==> src/rtl/sequence_checker_sat_counter.sv <==
// Saturating up-counter with asynchronous active-low clear; holds at all-ones.
module sat_counter #(
    parameter int W = 8
) (
    input  logic         clk,
    input  logic         rst_n,
    input  logic         inc,
    output logic [W-1:0] count
);

    always_ff @(posedge clk or negedge rst_n) begin
        if (!rst_n) begin
            count <= '0;
        end else if (inc && (count != '1)) begin
            count <= count + W'(1);
        end
    end

endmodule

==> config.mk <==
export PLATFORM = sky130hd
export DESIGN_NAME = sat_counter
export DESIGN_NICKNAME = d
export VERILOG_FILES = /design/src/rtl/sequence_checker_sat_counter.sv
export SDC_FILE = /design/constraint.sdc
export NUM_CORES = 1
export LEC_CHECK = 0
export CAP_MARGIN = 10
export CORE_AREA = 4 4 41 43
export CTS_CLUSTER_SIZE = 30
export DETAILED_ROUTE_END_ITERATION = 7
export DIE_AREA = 0 0 45 47
export PLACE_DENSITY_LB_ADDON = 0.12
export SLEW_MARGIN = 30
export SYNTH_ARGS = -nofsm -noshare
export SYNTH_HDL_FRONTEND = slang
export SYNTH_SLANG_ARGS = --single-unit
==> constraint.sdc <==
create_clock -name clk -period 3.86 [get_ports clk]
set_input_delay 1.158 -clock clk [delete_from_list [all_inputs] [get_ports clk]]
set_output_delay 1.158 -clock clk [all_outputs]
set_load 0.05 [all_outputs]
Yosys cells after proc, flatten, opt, wreduce, memory -nomap -nowiden
Index checks and enable logic that the tools add are counted. W data, S select, Z words.

Register bits: 8. Bits in latches: 0. Bits in writable memories: 0. Memory bits (read-only): 0. Bits of input ports: 3. Output and inout port bits: 8. Word-level logic and storage cells: 4. Memories: 0.

Add/subtract/negate cells: 1. $mul: 0. Divide/modulo/power cells: 0. Magnitude comparators: 0. Equal/unequal tests: 1. Shift operators: 0. Multiplexer cells: 0. Bitwise gates (word level): 0. Reduce and logical (&&, ||, !) cells: 1.

Operators with widths (count): $add A8 B1 Y8 const B (1); $ne A8 B8 Y1 const B (1); $logic_and A1 B1 Y1 (1).

Depth between registers and ports, before layout
Gate-level depths: netlist of the first run.

Word-level depth: 2. Mapped depth: 4. Gate-level depth less buffers: 4.

Worst setup path after synthesis of the first run
OpenSTA, ideal clock, no wires.

Path type: in2reg. Start: in inc. End: reg count[5]. Library setup time: 0.125 ns. Data arrival time: 1.787 ns. Data required time: 3.735 ns. Path slack: 1.948 ns. Stages: 3. Buffers on the path: 0. Cell sequence: and4_4 nand3_2 mux2_4.

Longest elaborated chain between the ends: 1.

RTL lines: start: declaration (line 7) `input logic inc,`; $logic_and A1 B1 Y1 (line 14) `end else if (inc && (count != '1)) begin`; end signal: assignment (line 15) `count <= count + W'(1);`; end: declaration (line 8) `output logic [W-1:0] count`.

Every way passes these cells. A chain may end at the register's enable or synchronous reset.

Worst setup path in the final report of the first run
Start: reg count[6]. End: out count[6].

No word-level cell between the ends.

==> results, run 1 <==
- In this run the most used layer during global routing was met2.
- At the end of routability-driven placement, the weighted congestion stood at 0.807.
- The global-route total usage across every layer is about a tenth.
- The post-layout total power is ~0.52 mW.
- The initial DRC count is 4.
- The met3 global-route usage is roughly 4.6%.
- STA puts the critical path data required time at roughly 2.7 ns.
- In this run the vertical extent of the chip is 47 um.
- The synthesized cell area is roughly 410 um2.
- Pin placement for this block handled 11 I/O pins.
- The count of instances resized after the clock tree is built is 0.
- The share of the yosys chip area belonging to registers is 49.1%.
- At the pin with the least slew margin, the transition time is around 0.50 ns.
- Static timing analysis puts the maximum clock frequency at roughly 0.36 GHz.
- The endpoint arrival time on the critical path is roughly 1.6 ns.
- The largest net degree at the start of global routing is 9.
- Setup repair after global routing left no endpoint under its margin.
- Setup violations remaining at the end of the flow were counted as 0.
- The critical path launch point type is a register.
- The clock slew at the register clock pins of the worst setup and hold paths is around 0.060 ns.
- The final route contains approximately 330 vias.
- The final count of hold timing violations is 0.
- The maximum net fanout on the critical path is 8.
- The worst setup skew after layout is 0.00771 ns.
- Each instance of the synthesized netlist takes up on average approximately 12 um2.
- For this run, the leading register cell type out of synthesis is sky130_fd_sc_hd__dfrtp_1.
- After global routing the overflow that remains totals 0.
- The number of max-cap violations is 0.
- The post-CTS setup buffer count is 0.
- The die covers approximately 2100 um2.
- The clock drives 8 sinks.
- The first global-routing pass estimated roughly 1500 um of wire.
- The post-route non-filler standard cell count is slightly above 60.
- Traced cell by cell, the critical path runs through clkdlybuf4s50_1.
- The largest register by flop count is count.
- Counting instances in the post-synthesis netlist gives the leading cell types as sky130_fd_sc_hd__dfrtp_1 (8), sky130_fd_sc_hd__a21oi_1 (2), sky130_fd_sc_hd__a31oi_1 (2), sky130_fd_sc_hd__a41oi_1 (2), sky130_fd_sc_hd__nand3_1 (2).
- The worst-skew pair later-pin latency is about 0.25 ns.
- The register with the most flip-flops in the layout has 8 of them.
- The root buffer selected by CTS is sky130_fd_sc_hd__clkbuf_4.
- The number of search-and-repair iterations in the first detailed-routing pass is 2.
- The count of input and output buffers is 10.
- The slowest stage cell on the critical path is sky130_fd_sc_hd__clkdlybuf4s50_1.
- For the finished layout, the period the worst path requires is ~2.7 ns.
- The power density over the cells is between 900 and 1000 nW/um2.
- Of the cells placed in the final design, the portion with a size suffix greater than 1 is 19.1%.
- The most frequently used cell type in the post-synthesis netlist is sky130_fd_sc_hd__dfrtp_1.
- After technology mapping, the gate count stands at 34.
- For this run, global-route usage on met2 was measured as between 15 and 20%.
- The cts-stage hold buffer count is 0.
- TritonCTS built the clock tree.
- The gate family responsible for the most delay along the worst path is buffers and inverters.
- The number of antenna cells inserted is 0.
- Relative to the synthesized area, the layout overhead comes to 34.7%.
- The setup path with the least slack is of type register to primary output.
- TritonCTS created 3 clock buffers.
- In this run, placement finished with an instance count of between 50 and 60.
- For this block, the routed nets add up to approximately 900 um of wire.
- After synthesis, the netlist uses 23 different library cells.
- The initial utilization of the core area, before any placement, comes to a little under a third.
- The initial antenna violation count was 0.
- For this run, the post-layout net count is 53.
- The total number of placement rows is 13.
- The number of buffers and inverters on the critical path is 1.
- From left edge to right edge, the die measures 45 um.
- In the final timing run, aggregate negative setup slack is 0 ns.
- The fraction of met1 tracks used by global routing is between 10% and 20%.
- The worst-case vdd ir drop is roughly 0.00038 V.
- CTS built an H-tree with a depth of 1.
- Of the available clock period, the critical path in the final layout requires roughly 71%.
- The worst-case headroom to the max-slew limit is around 66%.
- The worst setup path is captured at a primary output.
- The analysis attributes to cell leakage a power of between 0.2 and 0.25 nW.
- Yosys attributes the largest share of cell area to sky130_fd_sc_hd__dfrtp_1 (49%), sky130_fd_sc_hd__a41oi_1 (4.3%), sky130_fd_sc_hd__a311oi_2 (3.7%).
- The largest registers in the layout are count (8).
- After detailed routing, the average wire length per cell comes to 14.3 um.
- When the netlist entered floorplanning its net count stood at 38.
- The flow ran to the end, and the final reports show no timing, DRC or antenna violations.
- The placed wire-length estimate after detailed placement is ~670 um.
- The via count normalized by instance count is between 5 and 6.
- The top cell type's share of synthesized area is approximately half.
- The worst hold path belongs to the class register to register.
- The floorplan core area is 1300 um2.
- The biggest area contributor in the post-synthesis netlist is sky130_fd_sc_hd__dfrtp_1.
- Counting flops with an async set or reset pin after synthesis yields a share of between 90% and 100%.
- The clock passes through at most 2 buffers.
- The number of remaining DRC errors is 0.
- The final count of pins violating max slew came to 0.
- The post-synthesis sequential element count is 8.
- The detail route stage leaves a number of antenna-violating nets equal to 0.
- The number of global-route vias before repair came to approximately 340.
- The largest stage delay on the critical path is 0.86 ns.
- Yosys mapped a number of flops with a built-in enable equal to 0.
- During synthesis, Yosys emitted a total of 0 warnings.
## area by class of cell
class	count	area, um2
Tap cell	15	18.8
Multi-Input combinational cell	25	204
Fill cell	148	752
Inverter	1	3.75
Clock buffer	3	22.5
Timing Repair Buffer	10	100
Sequential cell	8	200
## placed cells by master, fill, tap and decap left out, types with 2 or more instances in the layout
cell                              Yosys  final
sky130_fd_sc_hd__clkdlybuf4s50_1      0     10
sky130_fd_sc_hd__a31oi_1              2      2
sky130_fd_sc_hd__dfrtp_1              8      8
sky130_fd_sc_hd__clkbuf_4             0      3
sky130_fd_sc_hd__nand3_1              2      2
sky130_fd_sc_hd__a21oi_1              2      2
sky130_fd_sc_hd__a41oi_1              2      2
## where the power goes
part / internal, mW / switching (mW) / leakage (nW)
clock network: 0.0355 / 0.0268 / 0.0138
registers: 0.119 / 0.0530 / 0.0978
logic: 0.105 / 0.180 / 0.107
total: 0.259 / 0.259 / 0.219
## final timing paths
path                       slack [ns]                 start  depth (start not counted)              endpoint
max in group asynchronous        2.39                 rst_n                          1  count[4]$_DFFE_PN0P_
max reg2reg                      2.34  count[0]$_DFFE_PN0P_                          4  count[1]$_DFFE_PN0P_
max                              1.12  count[6]$_DFFE_PN0P_                          1              count[6]
min reg2reg                      0.53  count[0]$_DFFE_PN0P_                          1  count[0]$_DFFE_PN0P_
min                              0.53  count[0]$_DFFE_PN0P_                          1  count[0]$_DFFE_PN0P_
min in group asynchronous        1.19                 rst_n                          1  count[3]$_DFFE_PN0P_
## metal layers
layer	part of all wire, %	vias up
li1	-	160
met1	44	163
met2	48	11
met3	7.9	0
met4	0	0
met5	0	-
## cells by family after synthesis
group | Yosys count | share of synthesized area, %
simple gates | 9 | 15.0
fa+ha+maj | 1 | 3.07
compound gates | 11 | 21.2
buf+inv | 1 | 0.919
mux | 2 | 6.44
flops | 8 | 49.1
xor+xnor | 2 | 4.30
## through the flow
step	setup WS (ns)	utilization (%)	instance area (um2)	hold slack [ns]
6_report	1.12	42.2	549	0.528
5_1_grt	1.06	42.2	549	0.560
4_1_cts	1.11	42.2	549	0.530
3_5_place_dp	1.33	40.5	527	0.521
3_3_place_gp	1.36	40.5	527	0.512
2_1_floorplan	1.95	-	408	0.822
Note: power is estimated with default switching activity, not from simulation.
==> run 2: changes to the inputs <==
==> constraint.sdc (replaced) <==
create_clock -name clk -period 2.55 [get_ports clk]
set_input_delay 0.765 -clock clk [delete_from_list [all_inputs] [get_ports clk]]
set_output_delay 0.765 -clock clk [all_outputs]
set_load 0.05 [all_outputs]
==> run 2 against run 1 <==
Compared with the run above: clock skew shrank 0.0037 ns; sequential share of layout area is the same; clock power grew 55%; die area is the same; non-clock buffer count is the same; critical path depth is the same; wire length shrank 2.8%; via count grew 0.60%; combinational power grew 50%; final area is the same; register-to-register slack lost 1.3 ns; largest cell class unchanged.
==> results, run 2 (synthesis results as in run 1) <==
- The starting density of the core is 31.3% (unchanged).
- The post-route non-filler standard cell count is 62 (unchanged).
- The count of instances resized after the clock tree is built is 0 (unchanged).
- The initial DRC count is 11 (was 4).
- The critical path class is register to primary output (unchanged).
- The horizontal die dimension is 45 um (unchanged).
- The final count of hold timing violations came to 0 (unchanged).
- The endpoint arrival time on the critical path was 1.58 ns (about the same).
- The total number of placement rows is 13 (unchanged).
- The final count of pins violating max slew is 0 (unchanged).
- The count of fill cells added during filler insertion came to 132 (was 148).
- Counting I/O delays and the setup requirement, the final critical path takes about 2.3 ns.
- The number of cells traversed by the worst hold path came to 1 (unchanged).
- The total setup violations reported at the end of the flow came to 0 (unchanged).
- The TritonCTS clock tree is yes (unchanged).
- The count of input and output buffers is 10 (unchanged).
- The placed wire-length estimate after detailed placement is 630 um (was 673 um).
- The number of flip-flops under the largest register name is 8 (unchanged).
- The setup TNS after final layout is 0 ns (unchanged).
- The number of max-cap violations is 0 (unchanged).
- The number of search-and-repair iterations in the first detailed-routing pass came to 4 (was 2).
- The leakage power is 0.219 nW (unchanged).
- The combined buffer and inverter count along the critical path was 1 (unchanged).
- Run status: completed (unchanged).
- The number of top-level pins was 11 (unchanged).
- The worst setup skew after layout is 0.00404 ns (was 0.00771 ns).
- The floorplan core area is 1300 um2 (unchanged).
- The count of nets left with antenna violations after detail routing is 0 (unchanged).
- The number of antenna cells inserted came to 0 (unchanged).
- The area of combinational cells with multiple inputs is 204 um2 (unchanged).
- The area growth from synthesis to layout is 34.7% (unchanged).
- Cell-by-cell trace of the critical path: clkdlybuf4s50_1 (unchanged).
- The initial antenna violation count is 0 (unchanged).
- The global placer's final weighted congestion is 0.806 (was 0.807).
- The kind of capture point of the worst setup path is a primary output (unchanged).
- The number of remaining DRC errors came to 0 (unchanged).
- The proportion of power drawn by the clock network is 12.3% (was 12.0%).
- The largest stage delay on the critical path is 0.86 ns (about the same).
- The worst-case headroom to the max-slew limit was 66.6% (was 66.4%).
- The destination of the worst register-to-register timing path is count[1]$_DFFE_PN0P_ (unchanged).
- The vias after detailed routing is 336 (was 334).
- The worst path uses between 90% and 100% of the clock period.
- The worst-case vdd ir drop is 0.000555 V (was 0.000382 V).
- The die height is 47 um (unchanged).
- The critical path launch point type is a register (unchanged).
- The final routed wire length divided by cell count is 13.9 um (was 14.3 um).
- Based on the critical path, the design can be clocked at up to 0.426 GHz.
- The launch point of the worst hold path is count[0]$_DFFE_PN0P_ (unchanged).
- The cell-internal power is 0.392 mW (was 0.259 mW).
- The share of cells above drive strength 1 is 19.1% (unchanged).
- The clock slew at the register clock pins of the worst setup and hold paths is 0.05 ns (was 0.06 ns).
- The deepest level of the CTS H-tree came to 1 (unchanged).
- The sequential fraction of design power is 33.3% (was 33.2%).
- The power density over the cells came to 1430 nW/um2 (was 944 nW/um2).
- The TritonCTS buffer count is 3 (unchanged).
- The final net count came to 53 (unchanged).
- RSZ-0062 raised after global routing: no (unchanged).
- The slowest stage cell on the critical path is sky130_fd_sc_hd__clkdlybuf4s50_1 (unchanged).
- The cts-stage hold buffer count was 0 (unchanged).
- Highest-count cells in the layout ignoring fill and taps: sky130_fd_sc_hd__clkdlybuf4s50_1 (10), sky130_fd_sc_hd__dfrtp_1 (8), sky130_fd_sc_hd__clkbuf_4 (3) (unchanged).
- The most common cell after layout, fill and taps aside is sky130_fd_sc_hd__clkdlybuf4s50_1 (unchanged).
- The kind of path behind the tightest hold check is register to register (unchanged).
- The wire length after detailed routing is 859 um (was 884 um).
- The root buffer selected by CTS is sky130_fd_sc_hd__clkbuf_4 (unchanged).
- The source of the worst register-to-register timing path was count[0]$_DFFE_PN0P_ (unchanged).
- The maximum number of buffers from clock root to sink came to 2 (unchanged).
- The first-pass GRT wire length is 1330 um (was 1520 um).
- The combinational share of power was 54.4% (was 54.8%).
- The maximum net fanout on the critical path came to 8 (unchanged).
- The overall overflow remaining after global route came to 0 (unchanged).
- The sequential standard cell area came to 200 um2 (unchanged).
- The transition time at the pin with the least slew margin is 0.499 ns (was 0.503 ns).
- The largest register by flop count is count (unchanged).
- The number of global-route vias before repair came to 301 (was 335).
- The worst hold slack across all endpoints is 0.539 ns (was 0.528 ns).
- The net switching component of the power is 0.393 mW (was 0.259 mW).
- The cell depth of the worst flop-to-flop path is 4 (unchanged).
- The post-layout worst setup margin came to 0.203 ns (was 1.12 ns).
- The via count normalized by instance count was 5.42 (was 5.39).
- The post-CTS setup buffer count came to 0 (unchanged).
- The endpoint with the worst hold slack is count[0]$_DFFE_PN0P_ (unchanged).
- The required time of the worst setup path is 1.79 ns (was 2.70 ns).
- The total placed cells including tap cells is 59 (unchanged).
- The gate family responsible for the most delay along the worst path is buffers and inverters (unchanged).
- Biggest registers after layout: count (8) (unchanged).
- The internal reg-to-reg setup slack is 1.03 ns (was 2.34 ns).
- The sink count of the clock tree came to 8 (unchanged).
- The fraction of power spent switching nets is 50.1% (was 50.0%).
- The worst-case setup slack after placement came to 0.405 ns (was 1.33 ns).
- The global-route total usage across every layer is 9.38% (was 10.3%).
- The die area is 2120 um2 (unchanged).
- The largest net degree at the start of global routing is 9 (unchanged).
- The worst-skew pair later-pin latency is 0.25 ns (about the same).
- The post-layout total power came to 0.784 mW (was 0.518 mW).
## run 2: cell counts in the layout (fill, tap and decap cells not counted)
No cell type changed its count.
## run 2: area by class of cell
| type | instances | share of cell area, % |
|---|---|---|
| clock buffer | 3 | 4.10 |
| inverter | 1 | 0.683 |
| multi-input combinational | 25 | 37.1 |
| sequential | 8 | 36.4 |
| tap | 15 | 3.42 |
| timing repair buffer | 10 | 18.2 |
## run 2: per-stage QoR
stage / util [%] / area (um2)
finish: 42.2 / 549
global route: 42.2 / 549
floorplan: - / 408
global placement: 40.5 / 527
CTS: 42.2 / 549
detailed placement: 40.5 / 527
## run 2: power groups by stage
| stage | Combinational [mW] | Clock, mW | Sequential [mW] |
|---|---|---|---|
| finish | 0.427 | 0.0961 | 0.261 |
| global route | 0.449 | 0.110 | 0.271 |
| CTS | 0.431 | 0.103 | 0.261 |
| detailed placement | 0.430 | 0 | 0.262 |
| global placement | 0.426 | 0 | 0.257 |
| floorplan | 0.116 | 0 | 0.430 |
## run 2: metal layers
| metal | GRT usage (%) | vias up | part of all wire (%) |
|---|---|---|---|
| li1 | - | 163 | - |
| met1 | 11.3 | 159 | 49 |
| met2 | 13.3 | 12 | 41 |
| met3 | 4.98 | 2 | 8.4 |
| met4 | 5.26 | 0 | 1.0 |
| met5 | 0 | - | 0 |
## run 2: how the worst max path moves through the flow
stage               slack, ns                  from                    to  cells past startpoint
finish                   0.20  count[6]$_DFFE_PN0P_              count[6]                      1
global route             0.15  count[6]$_DFFE_PN0P_              count[6]                      1
CTS                      0.19  count[6]$_DFFE_PN0P_              count[6]                      1
detailed placement       0.40                   inc  count[5]$_DFFE_PN0P_                      4
global placement         0.44                   inc  count[5]$_DFFE_PN0P_                      4
floorplan                0.78  count[0]$_DFFE_PN0P_  count[1]$_DFFE_PN0P_                      4
==> run 3: changes to the inputs <==
--- a/config.mk
+++ b/config.mk
@@ -7,11 +7,12 @@
 export LEC_CHECK = 0
 export CAP_MARGIN = 10
 export CORE_AREA = 4 4 41 43
+export CTS_BUF_LIST = sky130_fd_sc_hd__clkbuf_4 sky130_fd_sc_hd__clkbuf_8
 export CTS_CLUSTER_SIZE = 30
 export DETAILED_ROUTE_END_ITERATION = 7
 export DIE_AREA = 0 0 45 47
 export PLACE_DENSITY_LB_ADDON = 0.12
-export SLEW_MARGIN = 30
+export SLEW_MARGIN = 20
 export SYNTH_ARGS = -nofsm -noshare
 export SYNTH_HDL_FRONTEND = slang
 export SYNTH_SLANG_ARGS = --single-unit
==> results of run 3 <==
Same layout as run 2: the final DEF is identical, and so are final timing and power.
